$ cat src/rtl/cal_abs.sv
// rtl/cal_abs.sv - streaming complex magnitude, floor(sqrt(re^2 + im^2)), fixed latency
// Two square/sum stages followed by one restoring square-root stage per result bit.
module cal_abs #(
  parameter int DW  = 8,
  parameter int LAT = 10
) (
  input  logic          clk,
  input  logic          rst,
  input  logic          val_i,
  input  logic [DW-1:0] real_i,
  input  logic [DW-1:0] imag_i,
  output logic [DW-1:0] abs_o,
  output logic          val_o
);

  localparam int SQW  = 2*DW - 1;
  localparam int SUMW = 2*DW;
  localparam int REMW = DW + 2;

  logic [SQW-1:0]  w_re_x;
  logic [SQW-1:0]  w_im_x;
  logic [SQW-1:0]  r_sq_re;
  logic [SQW-1:0]  r_sq_im;
  logic [SUMW-1:0] r_sum;
  logic [LAT-1:0]  r_val;

  logic [REMW-1:0] r_rem  [DW-1];
  logic [SUMW-1:0] r_rad  [DW-1];
  logic [DW-1:0]   r_root [DW];

  logic [REMW-1:0] w_rem_in  [DW];
  logic [DW-1:0]   w_root_in [DW];
  logic [1:0]      w_pair    [DW];
  logic [REMW+1:0] w_cur     [DW];
  logic [REMW+1:0] w_trial   [DW];
  logic            w_ge      [DW];
  logic [REMW-1:0] w_rem_nx  [DW];
  logic [DW-1:0]   w_root_nx [DW];

  // Sign-extend before squaring so -128 yields +16384 instead of wrapping.
  assign w_re_x = {{(SQW-DW){real_i[DW-1]}}, real_i};
  assign w_im_x = {{(SQW-DW){imag_i[DW-1]}}, imag_i};

  always_comb begin
    w_rem_in[0]  = '0;
    w_root_in[0] = '0;
    w_pair[0]    = r_sum[SUMW-1 -: 2];
    for (int s = 1; s < DW; s++) begin
      w_rem_in[s]  = r_rem[s-1];
      w_root_in[s] = r_root[s-1];
      w_pair[s]    = r_rad[s-1][SUMW-1-2*s -: 2];
    end
    for (int s = 0; s < DW; s++) begin
      w_cur[s]     = {w_rem_in[s], w_pair[s]};
      w_trial[s]   = {2'b00, w_root_in[s], 2'b01};
      w_ge[s]      = (w_cur[s] >= w_trial[s]);
      w_rem_nx[s]  = w_ge[s] ? REMW'(w_cur[s] - w_trial[s]) : REMW'(w_cur[s]);
      w_root_nx[s] = {w_root_in[s][DW-2:0], w_ge[s]};
    end
  end

  always_ff @(posedge clk or posedge rst) begin
    if (rst) begin
      r_sq_re <= '0;
      r_sq_im <= '0;
      r_sum   <= '0;
      r_val   <= '0;
      for (int s = 0; s < DW; s++) r_root[s] <= '0;
      for (int s = 0; s < DW-1; s++) begin
        r_rem[s] <= '0;
        r_rad[s] <= '0;
      end
    end else begin
      r_sq_re <= w_re_x * w_re_x;
      r_sq_im <= w_im_x * w_im_x;
      r_sum   <= {1'b0, r_sq_re} + {1'b0, r_sq_im};
      r_val   <= {r_val[LAT-2:0], val_i};
      for (int s = 0; s < DW; s++) r_root[s] <= w_root_nx[s];
      for (int s = 0; s < DW-1; s++) r_rem[s] <= w_rem_nx[s];
      // Radicand travels alongside its partial root; each stage reads its own bit pair.
      r_rad[0] <= r_sum;
      for (int s = 1; s < DW-1; s++) r_rad[s] <= r_rad[s-1];
    end
  end

  assign abs_o = r_root[DW-1];
  assign val_o = r_val[LAT-1];

endmodule

$ cat config.mk
export PLATFORM = sky130hd
export DESIGN_NAME = cal_abs
export DESIGN_NICKNAME = d
export VERILOG_FILES = /design/src/rtl/cal_abs.sv
export SDC_FILE = /design/constraint.sdc
export NUM_CORES = 1
export LEC_CHECK = 0
export ABC_CLOCK_PERIOD_IN_PS = 10200
export CAP_MARGIN = 20
export CORE_ASPECT_RATIO = 1.4
export CORE_MARGIN = 10
export CORE_UTILIZATION = 40
export DETAILED_ROUTE_END_ITERATION = 7
export GPL_TIMING_DRIVEN = 0
export PLACE_DENSITY = 0.63
export RECOVER_POWER = 25
export SLEW_MARGIN = 20
export SYNTH_ARGS = -nofsm -noshare
export SYNTH_HDL_FRONTEND = slang
export SYNTH_SLANG_ARGS = --single-unit
$ cat constraint.sdc
create_clock -name clk -period 10.2 [get_ports clk]
set_input_delay 2.04 -clock clk [delete_from_list [all_inputs] [get_ports clk]]
set_output_delay 2.04 -clock clk [all_outputs]
set_load 0.1 [all_outputs]
==> run summary <==
status = finished, final reports clean
drt drc = 0
Tcrit/Tclk final = 64.05%
Crit Path Class = in -> reg
simple-gate portion of the synthesized area = 10.50%
dpl hpwl = 15.41 mm
Final nets = 1340
Detailed Route WL = 19.83 mm
Mapped Area = 12040 um2
vias in the first global route = 8136
row count = 75
clock buffer depth = 3
asr flop ratio synth = 100.0%
Seq cells post-synth = 209
most frequent cell on the critical path = fa_1
FMAX = 153.1 MHz
total global-route track usage = 11.11%
Pwr per Cell Area = 295.4 nW/um2
GRT met1 Usage = 10.40%
Syn. warnings = 0
Cell Count, Final, Fillers Out = 1536
drt pass-1 iters = 4
GR peak layer = met2
met2 usage = 22.76%
CP Launch Type = primary input
worst rel slew slack = 35.36%
GRT overflow = 0
RSZ-0062 raised after global routing = false
n_diodes = 0
Worst Setup Slack, final = 3.666 ns
clock sink count = 209
Fin. Hold Viols = 0
crit-path max cell delay = 0.62 ns
ys flop type = dfrtp_1
Pleak = 6.552 nW
die span in x = 166.6 um
register area share after synthesis = 43.43%
worst path bufs/invs = 4
Mapped Cells = 1082
critical path fanouts, max = 9
H-tree Lvls = 1
first-pass GRT wire length = 35.59 mm
adder-cell share of the synthesized area = 24.50%
routed vias/inst = 4.839
Worst IR Drop VDD = 249.0 uV
mux cell area share after synthesis = 0.8935%
core area = 29840 um2
Hold Path Class = reg -> reg
initial antenna violation count = 0
Syn Area/Cell = 11.13 um2
CP required = 10.63 ns
CP arrival = 6.97 ns
cts bufs inserted = 23
Slew @ Worst Pin = 0.9665 ns
worst r2r src = r_sq_im[3]
die height = 225.3 um
largest net degree at the start of global routing = 83
crit path time final = 6.534 ns
Final Skew = 0.01091 ns
CP max-delay cell = a2111oi_0
Hold Path Origin = r_sum[0]
die area = 37550 um2
later-pin clock latency in the skew report = 0.51 ns
Detail Route Antenna Nets = 0
Post-CTS Hold Buffers = 0
setup TNS = 0 ns
Area growth syn-to-layout = 13.09%
CP top delay family = adder cells
Buffers on Ports = 26
Place WS = 3.107 ns
DP Cell Count = 1495
Yosys cell types = 62
largest family of logic cells by synthesized area = adder cells
layout cells sized above 1 = 6.864%
Critical Path Start = real_i[6]
critical path endpoint category = flop
Synth Area in Compound Gates = 7.626%
Setup violations, final = 0
Post-synth EDFFs = 0
Post-CTS Resized = 0
Post-Syn Nets = 1287
drt first-iter violations = 283
post-CTS setup buffer count = 0
gpl congestion = 0.9111
max cap viols = 0
Root Driver = clkbuf_16
Reg clk slew, reported paths = 0.06 ns
CP Cell Sequence = clkdlybuf4s50_1 -> clkbuf_1 -> nand2_1 -> xnor2_1 -> ha_1 -> a31o_2 -> fa_1 -> fa_1 -> inv_1 -> fa_1 -> inv_1 -> ha_1 -> o21a_1 -> a2111oi_0 -> o31ai_1 -> a21oi_1 -> xnor2_1
GR met3 Demand/Resource = 1.780%
CTS tree = yes
Initial Utilization = 40.36%
Max Slew Vio Count = 0
io pins = 28
fillcell total = 2740
post-DR wirelength/cell = 12.91 um
vias = 7433
Util after Layout = 45.64%
post-synthesis xor/xnor area fraction = 5.745%
[worst paths after layout]
check                              end  slack (ns)  depth (start not counted)
max reg2reg                  r_sum[14]        7.75                          7
min                          r_rad[96]        0.34                          0
max                        r_sq_re[13]        3.67                         17
min in group asynchronous     r_val[0]        1.94                          2
min reg2reg                  r_rad[96]        0.34                          0
max in group asynchronous  r_sq_im[13]        7.18                          4
[flip-flops by register name (all words and copies together) (netlist names)]
name / cells
abs_o: 8
r_rem: 63
r_val: 10
r_root: 28
r_sum: 16
r_sq_im: 14
r_sq_re: 14
r_rad: 56
[placed cells by master, fill, tap and decap left out, types with 27 or more instances in the layout]
master   netlist  layout
dfrtp_1      209     209
nand2_1       62      62
o21ai_0       35      35
ha_1         103     103
fa_1          83      83
xnor2_1       52      52
inv_1        196     195
a21oi_1       31      31
nor2_1        33      33
xor2_1        27      27
and2_1        34      33
[power by group]
group          leakage, nW  switching (mW)  internal (mW)
Sequential            2.37           0.147           1.16
Clock                0.393           0.314          0.519
Combinational         3.79            1.03          0.852
[per-stage QoR]
step	area, um2	hold slack, ns	power [mW]
floorplan	12040	0.3312	2.824
global placement	12780	0.3312	3.179
detailed placement	12850	0.3347	3.236
CTS	13640	0.3415	4.091
global route	13620	0.3461	4.412
finish	13620	0.3400	4.023
[synth_stat cells, types with 9 or more instances]
library cell	n	area share [%]
nand2_1	62	1.9
xnor2_1	52	3.8
clkbuf_1	13	0.41
o21a_1	20	1.2
ha_1	103	11
xor2_1	27	2.0
nor3_1	19	0.79
nor4_1	9	0.47
and2_1	34	1.8
o21ai_0	35	1.5
o31ai_1	10	0.62
dfrtp_1	209	43
nor2_1	33	1.0
inv_1	196	6.1
nand3_1	11	0.46
a21oi_1	31	1.3
nor2b_1	24	1.2
fa_1	83	14
[layout make-up]
type	instances	area, um2	area share [%]
inverter	196	743.2	5.457
clock inverter	7	103.9	0.7625
clock buffer	34	686.9	5.044
sequential	209	5230	38.40
tap	385	481.7	3.537
timing repair buffer	28	315.3	2.315
buffer	26	140.1	1.029
multi-input combinational	651	5918	43.45
[per-layer routing]
metal | wire length [um] | up-vias
met5 | 0 | -
met4 | 639 | 0
met3 | 625 | 48
met2 | 11600 | 108
met1 | 6966 | 3712
li1 | - | 3565
[cell families (layout without fill, tap and decap cells)]
logic type	count (synthesis)	in the layout
other cells	1	1
xor+xnor	79	79
buf+inv	222	291
simple gates	237	237
compound gates	138	138
fa+ha+maj	186	186
flops	209	209
mux	10	10
Note: power is estimated with default switching activity, not from simulation.
